File: src/rtl/mempool_pkg.sv
// Shared MemPool TCDM payload types used by the core-side shims.
package mempool_pkg;

  localparam int unsigned AddrWidth = 32;
  localparam int unsigned DataWidth = 32;
  localparam int unsigned StrbWidth = DataWidth / 8;

  typedef logic [AddrWidth-1:0] addr_t;
  typedef logic [DataWidth-1:0] data_t;
  typedef logic [StrbWidth-1:0] strb_t;

endpackage

File: src/rtl/tcdm_resp_fifo.sv
// Response FIFO: register-array storage, head driven from storage (no
// combinational path from push side), push+pop allowed at any occupancy.
module tcdm_resp_fifo #(
  parameter int unsigned Depth   = 4,
  parameter type         dtype_t = logic [31:0]
) (
  input  logic                         clk_i,
  input  logic                         rst_i,
  input  logic                         push_i,
  input  dtype_t                       data_i,
  input  logic                         pop_i,
  output dtype_t                       data_o,
  output logic                         full_o,
  output logic                         empty_o,
  output logic [$clog2(Depth+1)-1:0]   usage_o
);

  localparam int unsigned PtrW = (Depth > 1) ? $clog2(Depth) : 1;
  localparam int unsigned UsgW = $clog2(Depth + 1);

  dtype_t            mem [Depth];
  logic [PtrW-1:0]   wr_ptr_q, rd_ptr_q;
  logic [UsgW-1:0]   usage_q;
  logic              do_push, do_pop;

  // A pop frees a slot in the same cycle, so a full FIFO may still take a push.
  assign do_pop  = pop_i & (usage_q != '0);
  assign do_push = push_i & ((usage_q != UsgW'(Depth)) | do_pop);

  function automatic logic [PtrW-1:0] ptr_inc(input logic [PtrW-1:0] p);
    return (p == PtrW'(Depth - 1)) ? '0 : p + PtrW'(1);
  endfunction

  // Payload storage; contents are don't-care until written.
  always_ff @(posedge clk_i) begin
    if (do_push) mem[wr_ptr_q] <= data_i;
  end

  // Pointers and occupancy.
  always_ff @(posedge clk_i or posedge rst_i) begin
    if (rst_i) begin
      wr_ptr_q <= '0;
      rd_ptr_q <= '0;
      usage_q  <= '0;
    end else begin
      if (do_push) wr_ptr_q <= ptr_inc(wr_ptr_q);
      if (do_pop)  rd_ptr_q <= ptr_inc(rd_ptr_q);
      case ({do_push, do_pop})
        2'b10:   usage_q <= usage_q + UsgW'(1);
        2'b01:   usage_q <= usage_q - UsgW'(1);
        default: usage_q <= usage_q;
      endcase
    end
  end

  assign data_o  = mem[rd_ptr_q];
  assign full_o  = (usage_q == UsgW'(Depth));
  assign empty_o = (usage_q == '0);
  assign usage_o = usage_q;

endmodule

File: src/rtl/tcdm_outstanding_limiter.sv
// Per-core credit limiter between a TCDM master port and the interconnect.
// Requests pass combinationally while credits remain; responses are always
// accepted and buffered, so the interconnect response path never stalls.
// Optional build macro: TCDM_LIMITER_STATS_EN adds stall_cnt_o and
// peak_outstanding_o.
module tcdm_outstanding_limiter
  import mempool_pkg::*;
#(
  parameter int unsigned MaxOutstanding = 4,
  parameter int unsigned CntWidth       = $clog2(MaxOutstanding + 1)
) (
  input  logic                clk_i,
  input  logic                rst_i,
  input  logic                core_req_valid_i,
  output logic                core_req_ready_o,
  input  addr_t               core_req_tgt_addr_i,
  input  logic                core_req_wen_i,
  input  data_t               core_req_wdata_i,
  input  strb_t               core_req_be_i,
  output logic                core_resp_valid_o,
  input  logic                core_resp_ready_i,
  output data_t               core_resp_rdata_o,
  output logic                ico_req_valid_o,
  input  logic                ico_req_ready_i,
  output addr_t               ico_req_tgt_addr_o,
  output logic                ico_req_wen_o,
  output data_t               ico_req_wdata_o,
  output strb_t               ico_req_be_o,
  input  logic                ico_resp_valid_i,
  output logic                ico_resp_ready_o,
  input  data_t               ico_resp_rdata_i,
  output logic [CntWidth-1:0] outstanding_o,
  output logic                err_o
`ifdef TCDM_LIMITER_STATS_EN
  ,
  output logic [31:0]         stall_cnt_o,
  output logic [CntWidth-1:0] peak_outstanding_o
`endif
);

  logic [CntWidth-1:0]                  cnt_q, cnt_d;
  logic                                 cnt_err, err_q;
  logic                                 credit_ok, req_hs, resp_hs;
  logic                                 resp_in, resp_err, fifo_push;
  logic                                 fifo_full, fifo_empty;
  logic [$clog2(MaxOutstanding+1)-1:0]  fifo_usage_unused;

  // Request path: pure gating, payload straight through.
  assign credit_ok          = (cnt_q < CntWidth'(MaxOutstanding));
  assign ico_req_valid_o    = core_req_valid_i & credit_ok;
  assign core_req_ready_o   = ico_req_ready_i & credit_ok;
  assign ico_req_tgt_addr_o = core_req_tgt_addr_i;
  assign ico_req_wen_o      = core_req_wen_i;
  assign ico_req_wdata_o    = core_req_wdata_i;
  assign ico_req_be_o       = core_req_be_i;

  assign req_hs  = ico_req_valid_o & ico_req_ready_i;
  assign resp_hs = core_resp_valid_o & core_resp_ready_i;

  // Response side is held off only while reset is asserted.
  assign ico_resp_ready_o = ~rst_i;
  assign resp_in          = ico_resp_valid_i & ico_resp_ready_o;
  // Orphan responses (nothing outstanding) or overflow are dropped and flagged.
  assign resp_err         = resp_in & ((cnt_q == '0) | (fifo_full & ~resp_hs));
  assign fifo_push        = resp_in & ~resp_err;

  tcdm_resp_fifo #(
    .Depth   (MaxOutstanding),
    .dtype_t (data_t)
  ) i_resp_fifo (
    .clk_i   (clk_i),
    .rst_i   (rst_i),
    .push_i  (fifo_push),
    .data_i  (ico_resp_rdata_i),
    .pop_i   (resp_hs),
    .data_o  (core_resp_rdata_o),
    .full_o  (fifo_full),
    .empty_o (fifo_empty),
    .usage_o (fifo_usage_unused)
  );

  assign core_resp_valid_o = ~fifo_empty;

  // Credit counter next state: saturating, any step past a bound is an error.
  always_comb begin
    cnt_d   = cnt_q;
    cnt_err = 1'b0;
    if (req_hs && !resp_hs) begin
      if (cnt_q == CntWidth'(MaxOutstanding)) cnt_err = 1'b1;
      else                                    cnt_d   = cnt_q + CntWidth'(1);
    end else if (!req_hs && resp_hs) begin
      if (cnt_q == '0) cnt_err = 1'b1;
      else             cnt_d   = cnt_q - CntWidth'(1);
    end
  end

  // Credit counter and sticky error flag.
  always_ff @(posedge clk_i or posedge rst_i) begin
    if (rst_i) begin
      cnt_q <= '0;
      err_q <= 1'b0;
    end else begin
      cnt_q <= cnt_d;
      err_q <= err_q | cnt_err | resp_err;
    end
  end

  assign outstanding_o = cnt_q;
  assign err_o         = err_q;

`ifdef TCDM_LIMITER_STATS_EN
  logic [31:0]         stall_q;
  logic [CntWidth-1:0] peak_q;

  // Credit-stall cycle count (saturating) and high-water mark of usage.
  always_ff @(posedge clk_i or posedge rst_i) begin
    if (rst_i) begin
      stall_q <= '0;
      peak_q  <= '0;
    end else begin
      if (core_req_valid_i && !credit_ok && (stall_q != '1)) stall_q <= stall_q + 32'd1;
      if (cnt_d > peak_q) peak_q <= cnt_d;
    end
  end

  assign stall_cnt_o        = stall_q;
  assign peak_outstanding_o = peak_q;
`endif

endmodule

File: config.mk
export PLATFORM = sky130hd
export DESIGN_NAME = tcdm_outstanding_limiter
export DESIGN_NICKNAME = d
export VERILOG_FILES = /design/src/rtl/mempool_pkg.sv /design/src/rtl/tcdm_resp_fifo.sv /design/src/rtl/tcdm_outstanding_limiter.sv
export SDC_FILE = /design/constraint.sdc
export NUM_CORES = 1
export LEC_CHECK = 0
export BUFFER_PORTS_ARGS = -buffer_cell sky130_fd_sc_hd__buf_2
export CORE_AREA = 2 2 157 82
export DETAILED_ROUTE_END_ITERATION = 16
export DIE_AREA = 0 0 159 84
export PLACE_DENSITY = 0.8
export SETUP_SLACK_MARGIN = 0.2
export SLEW_MARGIN = 20
export SYNTH_ARGS = -nofsm -noshare
export SYNTH_HDL_FRONTEND = slang
export SYNTH_SLANG_ARGS = --single-unit
File: constraint.sdc
create_clock -name clk_i -period 2.5 [get_ports clk_i]
set_clock_uncertainty 0.05 [all_clocks]
set_input_delay 0.25 -clock clk_i [delete_from_list [all_inputs] [get_ports clk_i]]
set_output_delay 0.25 -clock clk_i [all_outputs]
set_load 0.005 [all_outputs]
## Word-level counts from Yosys, hierarchy flattened

Memory sizes are Yosys's and may differ from the RTL's.
Index checks and enable logic that the tools add are counted.

| cells by class | value |
|---|---|
| add/subtract/negate cells | 6 |
| order comparisons | 1 |
| equal/unequal tests | 9 |
| multiplexer cells | 13 |
| bitwise gates (word level) | 18 |
| reduce and logical (&&, ||, !) cells | 10 |

Operator list:

| operator | count |
|---|---|
| 3-bit two-way mux | 4 |
| 1-bit bitwise AND | 10 |
| 3-bit by 1-bit adder with 3-bit output, second input constant | 2 |
| 2-bit equality test, second input constant | 3 |
| 3-bit equality test, second input constant | 2 |
| 3-bit zero test | 2 |
| 1-bit two-way mux | 6 |
| 3-bit one-hot mux with 2 select lines | 1 |
| 3-bit by 1-bit subtractor with 3-bit output, second input constant | 2 |
| 2-bit by 1-bit adder with 2-bit output, second input constant | 2 |
| 2-bit two-way mux | 2 |
| 2-bit != test, second input constant | 2 |
| 1-bit NOT | 4 |
| 1-bit OR | 4 |
| 2-bit nonzero test | 2 |
| 3-bit < comparator, second input constant | 1 |
| 3-bit != test, second input constant | 1 |
| 3-bit AND reduction | 1 |
| 3-bit nonzero test | 1 |
| 2-bit by 1-bit equality test with 1-bit output, second input constant | 1 |
| 1-bit logical AND | 2 |
| 1-bit zero test | 2 |

| storage, ports and cells | value |
|---|---|
| flip-flop bits (word level) | 11 |
| RAM bits | 128 |
| output and inout bits | 109 |
| memories | 1 |

Memories:

| memory | words | bits a word | rd ports | clocked after memory_dff | write ports | RTL line | text |
|---|---|---|---|---|---|---|---|
| i_resp_fifo.mem | 4 | 32 | 1 | 0 | 1 | tcdm_resp_fifo.sv:21 | `dtype_t mem [Depth];` |

## Depth between registers and ports, before layout

Gate-level depths: netlist of run 1.

| depth | value |
|---|---|
| word-level depth | 12 |
| gate-level depth with buffers | 9 |
| mapped depth without buffers | 9 |

## Modules after synthesis

A second synthesis of run 1 with hierarchy kept.

| unflattened totals | value |
|---|---|
| cell total of the unflattened synthesis | 331 |
| area, all modules | 5997.0 µm² |

Modules (own cells, without submodules):

| module | times used | cells each | area an instance (µm²) | seq. area each (µm²) |
|---|---|---|---|---|
| tcdm_resp_fifo | 1 | 223 | 5148.7 | 4018.9 |
| tcdm_outstanding_limiter | 1 | 108 | 848.3 | 100.1 |

## Worst setup path after synthesis of run 1

No wires, ideal clock.

| timing | value |
|---|---|
| kind | flip-flop to flip-flop |
| from | register i_resp_fifo.usage_q[0] (netlist: i_resp_fifo.usage_o[0]) |
| to | register i_resp_fifo.usage_q[2] (netlist: i_resp_fifo.usage_o[2]) |
| arrival | 2.103 ns |
| data required time | 2.371 ns |
| slack | 0.268 ns |
| cell stages (with the launch flop) | 10 |
| buffers on the path | 0 |
| cells stage by stage | dfrtp_1 -> or4b_4 -> o211a_4 -> inv_1 -> ha_1 -> inv_1 -> fa_1 -> xor2_1 -> nor2_1 -> xor2_1 |

| between the ends | value |
|---|---|
| longest elaborated chain between the ends | 12 |
| elaborated cells between the ends (all ways) | 21 |
| classes of those cells | add/sub: 2; eq/ne: 4; mux: 1; bitwise: 11; reduce/logical: 3 |

Ends and longest elaborated chain:

| item | RTL line | text |
|---|---|---|
| start: declaration | tcdm_resp_fifo.sv:23 | `logic [UsgW-1:0] usage_q;` |
| start signal: assignment | tcdm_resp_fifo.sv:49 | `2'b10: usage_q <= usage_q + UsgW'(1);` |
| start signal: assignment | tcdm_resp_fifo.sv:50 | `2'b01: usage_q <= usage_q - UsgW'(1);` |
| start signal: assignment | tcdm_resp_fifo.sv:51 | `default: usage_q <= usage_q;` |
| 3-bit zero test | tcdm_resp_fifo.sv:58 | `assign empty_o = (usage_q == '0);` |
| 1-bit NOT | tcdm_outstanding_limiter.sv:82 | `assign core_resp_valid_o = ~fifo_empty;` |
| 1-bit bitwise AND | tcdm_outstanding_limiter.sv:58 | `assign resp_hs = core_resp_valid_o & core_resp_ready_i;` |
| 1-bit NOT | tcdm_outstanding_limiter.sv:64 | `assign resp_err = resp_in & ((cnt_q == '0) \| (fifo_full & ~resp_hs));` |
| 1-bit bitwise AND | tcdm_outstanding_limiter.sv:64 |  |
| 1-bit OR | tcdm_outstanding_limiter.sv:64 |  |
| 1-bit bitwise AND | tcdm_outstanding_limiter.sv:64 |  |
| 1-bit NOT | tcdm_outstanding_limiter.sv:65 | `assign fifo_push = resp_in & ~resp_err;` |
| 1-bit bitwise AND | tcdm_outstanding_limiter.sv:65 |  |
| 1-bit bitwise AND | tcdm_resp_fifo.sv:28 | `assign do_push = push_i & ((usage_q != UsgW'(Depth)) \| do_pop);` |
| 2-bit by 1-bit equality test with 1-bit output or 2-bit equality test (tied branches) | tcdm_resp_fifo.sv:48 | `case ({do_push, do_pop})` |
| 3-bit one-hot mux with 2 select lines or 2-bit nonzero test (tied branches) | -- |  |

Parallel ways exist; a longest one is shown, timed or not.
A chain may end at the register's enable or synchronous reset.

## Final worst setup path of run 1

| timing | value |
|---|---|
| from | register i_resp_fifo.usage_q[1] (netlist: i_resp_fifo.usage_o[1]) |
| to | register i_resp_fifo.usage_q[2] (netlist: i_resp_fifo.usage_o[2]) |

The elaborated chain is that of the path after synthesis.

==> impl_metrics.py, run 1 <==
metrics = {
    "floorplan": {
        "die_h_um": 84,
        "start_util_pct": 48.43,
        "top_level_ports": 216,
        "core_um2": 12190,
        "fp-row-count": 29,
        "die-area_um2": 13360,
        "die_w_um": 159,
    },
    "routing": {
        "drt_iter0_markers": 148,
        "ant_nets": 0,
        "vias": 2748,
        "finalWirelength_mm": 9.896,
        "highest_layer": "met5",
        "wl_met3_um": 773,
        "firstDrtPassIters": 4,
        "m1WireLength_mm": 4.437,
        "routedWlPerCell_um": 18.85,
        "route.detailed.drc": 0,
        "met2_length_mm": 4.562,
        "viasPerCell": 5.234,
    },
    "clock_tree": {
        "cts_buffers": 17,
        "cts_max_level": 4,
        "cts_tree": "yes",
        "clock_path_buffers": 2,
        "clock_latency_ns": 0.40,
        "clk_pin_slew_worst_paths_ns": 0.06,
        "clock_sinks": 139,
        "root_buffer": "clkbuf_16",
    },
    "global_routing": {
        "grt_max_degree": 36,
        "grt_pass1_wl_mm": 15.32,
        "antenna_found_initial": 1,
        "grt_util_all_layers_pct": 15.47,
        "grt_pass1_vias": 2869,
        "grt_remaining_overflow": 0,
    },
    "sta": {
        "max_slew_margin_pct": 66.08,
        "setup_viol": 0,
        "hold_viol": 0,
        "fmaxAchievable_mhz": 445.9,
        "finalCritPeriodShare_pct": 89.71,
        "worst_slack_ns": 0.2573,
        "tightest_slew_ns": 0.5088,
        "fin_crit_ns": 2.243,
        "finalSetupTns_ns": 0,
        "rsz0062_at_grt": "true",
        "maxSlewViolCount": 0,
    },
    "synthesis": {
        "syn_nets": 433,
        "synth.distinct_cells": 35,
        "synthCells": 316,
        "post-synth-top-area-cell": "edfxtp_1",
        "yosys_warnings": 0,
        "synth_area_leaders": "edfxtp_1, mux4_2, buf_4",
        "yosysSeqAreaShare_pct": 69.76,
        "synth_area_um2": 5904,
        "syn_avg_cell_area_um2": 18.68,
        "ys_ff_latch": 139,
        "synth_top_area_share_pct": 65.10,
    },
    "finish": {
        "layout.nets": 460,
        "layout_commonest_cell": "edfxtp_1",
        "drive_gt1_share_pct": 45.63,
        "final_cell_mix": "edfxtp_1, buf_2, mux4_2, clkbuf_16, inv_1",
        "utilization_pct": 54.11,
        "antennaDiodeCount": 0,
        "nFillCells": 975,
        "final_cells": 525,
        "area_delta_synth_final_pct": 11.72,
    },
    "worst_hold_path": {
        "whs_path_depth": 1,
        "hp-class": "input pin to flip-flop",
    },
    "place": {
        "pre_cts_slack_ns": 0.1160,
        "gp_congestion": 0.7070,
        "placedCellCount": 487,
        "port_buffers": 77,
        "place_hpwl_mm": 6.079,
    },
    "pwr": {
        "power_density_nw_per_um2": 1101,
        "vdd_drop_max_uv": 537.9,
        "leakage_nw": 2.353,
    },
    "setup_path": {
        "critPathKind": "flip-flop to flip-flop",
        "cp.arrival_ns": 2.48,
        "rr_worst_depth": 9,
        "start_kind": "flip-flop",
        "endpoint_kind": "flip-flop",
        "cp_max_fo": 3,
        "crit_required_ns": 2.73,
    },
    "flow_run": {
        "maxCapViolCount": 0,
    },
    "status": {
        "outcome": "finished, final reports clean",
    },
}
report_power, final:
group | leakage, nW | internal, mW | switching (mW) | total, mW
combinational | 0.809 | 1.04 | 0.924 | 1.96
clock | 0.259 | 1.34 | 0.893 | 2.24
sequential | 1.29 | 2.87 | 0.193 | 3.07
total | 2.35 | 5.26 | 2.01 | 7.27
kinds of logic after synthesis:
| logic type | share of synthesized area, % |
|---|---|
| simple gates | 2.289 |
| flops | 69.76 |
| buf+inv | 10.36 |
| compound gates | 1.611 |
| xor+xnor | 0.5935 |
| mux | 13.01 |
| fa+ha+maj | 2.373 |
cells in the mapped netlist (all sizes together):
cell,instances
nor2,6
a21oi,1
a21o,1
edfxtp,128
xor2,2
a31oi,1
clkbuf,4
fa,2
o21ai,1
buf,75
or4b,1
xnor2,2
dfrtp,11
nor2b,4
or2,1
a311oi,1
or3b,1
o21a,1
a211oi,1
nand2,5
or3,1
mux4,32
mux2i,1
ha,8
inv,13
a211o,1
o22ai,2
and2,4
o211a,1
mux2,3
a221oi,1
through the flow:
stage / hold slack [ns] / power [mW] / area (um^2)
2_1_floorplan: 0.06932 / 4.401 / 5904
3_3_place_gp: 0.2341 / 4.982 / 5977
3_5_place_dp: 0.2469 / 5.065 / 5977
4_1_cts: 0.001948 / 7.344 / 6561
5_1_grt: 0.0006911 / 7.660 / 6596
6_report: 0.01885 / 7.265 / 6596
worst paths after layout:
kind,from,endpoint,slack [ns]
worst max-delay path,i_resp_fifo.usage_o[1],i_resp_fifo.usage_o[2],0.26
worst min-delay path,ico_resp_rdata_i[20],i_resp_fifo.mem[1][20],0.02
worst max register to register,i_resp_fifo.usage_o[1],i_resp_fifo.usage_o[2],0.26
worst min register to register,err_o,err_o,0.42
max in group asynchronous,rst_i,i_resp_fifo.rd_ptr_q[1],1.69
min in group asynchronous,rst_i,i_resp_fifo.wr_ptr_q[1],0.37
metal layers:
metal  global-route usage, %  vias up
met5                       0        -
li1                        -     1190
met4                   4.711        2
met3                   7.402       18
met2                   23.24      113
met1                   20.12     1425
cell type report:
class                   instances  area, um^2  share of cell area (%)
inverters                      13       48.80                  0.7398
well taps                     170       212.7                   3.225
clock inverters                14       106.4                   1.612
repair buffers                 87       483.0                   7.322
multi-input cells              85        1199                   18.17
flip-flops and latches        139        4121                   62.48
clock buffers                  17       425.4                   6.449
state kept, by name, summed over array words and instances (netlist names):
register,cells
i_resp_fifo.mem,128
outstanding_o,3
i_resp_fifo.usage_o,3
i_resp_fifo.wr_ptr_q,2
err_o,1
i_resp_fifo.rd_ptr_q,2
what timing repair did:
item / CTS / global route
setup endpoints to repair: 2 / 131
hold buffers: 3 / 1
gates resized for setup: 3 / 6
pin swaps: 2 / 2
setup buffers: 2 / 1
gates cloned: 0 / 0
endpoints found under the hold margin: 16 / 2
critical path: stages, from the launching register on:
cell and delay [ns]:
dfrtp_1 0.39, or4b_4 0.54, o211a_4 0.16, inv_1 0.05
ha_2 0.17, inv_1 0.06, fa_2 0.33, xor2_1 0.15
nor2_1 0.07, xor2_1 0.15
No activity file was read; power rests on OpenSTA's default activity.
==> run 2: changes to the inputs <==
--- a/config.mk
+++ b/config.mk
@@ -5,7 +5,7 @@
 export SDC_FILE = /design/constraint.sdc
 export NUM_CORES = 1
 export LEC_CHECK = 0
-export BUFFER_PORTS_ARGS = -buffer_cell sky130_fd_sc_hd__buf_2
+export BUFFER_PORTS_ARGS = -buffer_cell sky130_fd_sc_hd__buf_4
 export CORE_AREA = 2 2 157 82
 export DETAILED_ROUTE_END_ITERATION = 16
 export DIE_AREA = 0 0 159 84
==> run 2 against run 1 <==
Compared with the run above:
- cell count rose by 5.9%
- hold slack improved by 0.22 ns
- design area rose by 8.2%
- via count rose by 3.3%
- fmax fell by 1.4%
- critical path depth did not move
- largest cell class unchanged
- largest power group unchanged
==> impl_metrics.py, run 2 (synthesis gave the netlist of run 1 again) <==
metrics = {
    "routing": {
        "firstDrtPassIters": 4,
        "route.detailed.drc": 0,
        "routedWlPerCell_um": 19.10,
        "drt_iter0_markers": 211,
        "finalWirelength_mm": 10.62,
        "ant_nets": 0,
        "viasPerCell": 5.106,
        "vias": 2839,
    },
    "floorplan": {
        "top_level_ports": 216,
        "start_util_pct": 48.43,
        "core_um2": 12190,
        "fp-row-count": 29,
        "die_w_um": 159,
        "die_h_um": 84,
        "die-area_um2": 13360,
    },
    "worst_hold_path": {
        "hp-class": "input pin to flip-flop",
    },
    "sta": {
        "maxSlewViolCount": 0,
        "whs_ns": 0.2417,
        "fin_crit_ns": 2.274,
        "hold_viol": 0,
        "max_slew_margin_pct": 65.26,
        "fmaxAchievable_mhz": 439.7,
        "tightest_slew_ns": 0.5205,
        "setup_viol": 0,
        "finalSetupTns_ns": 0,
        "rsz0062_at_grt": "true",
        "finalCritPeriodShare_pct": 90.97,
    },
    "global_routing": {
        "grt_max_degree": 33,
        "grt_pass1_vias": 3075,
        "antenna_found_initial": 0,
        "grt_remaining_overflow": 0,
        "grt_pass1_wl_mm": 16.59,
        "grt_util_all_layers_pct": 16.98,
    },
    "clock_tree": {
        "clk_pin_slew_worst_paths_ns": 0.06,
        "root_buffer": "clkbuf_16",
        "cts_buffers": 17,
        "clock_latency_ns": 0.40,
        "cts_tree": "yes",
        "cts_max_level": 4,
        "clock_path_buffers": 2,
        "clock_sinks": 139,
    },
    "place": {
        "gp_congestion": 0.7432,
        "port_buffers": 77,
        "place_hpwl_mm": 6.349,
    },
    "pwr": {
        "power_mw": 7.823,
        "leakage_nw": 2.576,
        "power_density_nw_per_um2": 1096,
        "vdd_drop_max_uv": 509.7,
    },
    "finish": {
        "multi_input_area_um2": 1196,
        "layout_commonest_cell": "edfxtp_1",
        "antennaDiodeCount": 0,
        "layout.nets": 490,
        "largest_reg_flops": 128,
        "largest_register": "i_resp_fifo.mem",
        "final_cell_mix": "edfxtp_1, buf_4, dlygate4sd3_1, mux4_2, clkbuf_16",
        "seq_area_um2": 4121,
        "area_delta_synth_final_pct": 20.89,
        "nFillCells": 939,
        "drive_gt1_share_pct": 43.01,
    },
    "setup_path": {
        "crit_required_ns": 2.77,
        "critPathKind": "flip-flop to flip-flop",
        "cp.arrival_ns": 2.55,
        "start_kind": "flip-flop",
        "cp_max_fo": 3,
        "endpoint_kind": "flip-flop",
    },
    "flow_run": {
        "maxCapViolCount": 0,
    },
    "status": {
        "outcome": "finished, final reports clean",
    },
}
[run 2: per-stage QoR]
stage                     area (um^2)  worst slack (ns)  cells  util [%]
after floorplan                  5904            0.2680    316         -
after global placement           6165            0.1860    488     50.56
after detailed placement         6165            0.1398    488     50.56
after CTS                        7116            0.2147    555     58.36
after global routing             7138           0.09156    556     58.55
final                            7138            0.2259    556     58.55
[run 2: final timing paths]
kind	from	end	slack (ns)	depth (start not counted)
min in group asynchronous	rst_i	err_o	0.41	3
setup reg to reg	i_resp_fifo.usage_o[0]	i_resp_fifo.usage_o[2]	0.23	9
setup / recovery	i_resp_fifo.usage_o[0]	i_resp_fifo.usage_o[2]	0.23	9
hold reg to reg	err_o	err_o	0.43	1
hold / removal	ico_resp_valid_i	i_resp_fifo.wr_ptr_q[1]	0.24	4
max in group asynchronous	rst_i	i_resp_fifo.rd_ptr_q[0]	1.62	3
[run 2: worst max-delay path: stages, from the launching register on]
cell,delay [ns]
dfrtp_1,0.39
or4b_4,0.55
o211a_4,0.16
inv_1,0.06
ha_2,0.18
inv_1,0.06
fa_2,0.34
xor2_1,0.14
nor2_1,0.11
xor2_1,0.16
[run 2: where the power goes]
group	total [mW]	leakage, nW	internal [mW]	switching [mW]
Combinational	2.23	0.999	1.26	0.975
Clock	2.53	0.291	1.58	0.957
Sequential	3.06	1.29	2.87	0.187
[run 2: cell type report]
class                   count  share of cell area, %
inverters                  13                 0.6836
clock buffers              18                  6.012
repair buffers            117                  13.46
well taps                 170                  2.980
clock inverters            14                  2.366
multi-input cells          85                  16.76
flip-flops and latches    139                  57.74
[run 2: what timing repair did]
item,CTS,global route
hold endpoints to repair,136,0
hold buffers,33,0
gates resized for setup,3,5
pin swaps,2,1
buffers inserted,2,1
endpoints found under the setup margin,2,131
cloned,0,0
[run 2: layer usage]
| layer | GRT usage [%] | share of wire [%] | up-vias |
|---|---|---|---|
| met5 | 0 | 0 | - |
| li1 | - | - | 1254 |
| met1 | 21.95 | 45 | 1463 |
| met2 | 26.36 | 49 | 109 |
| met4 | 7.273 | 0.72 | 0 |
| met3 | 6.011 | 6.0 | 13 |
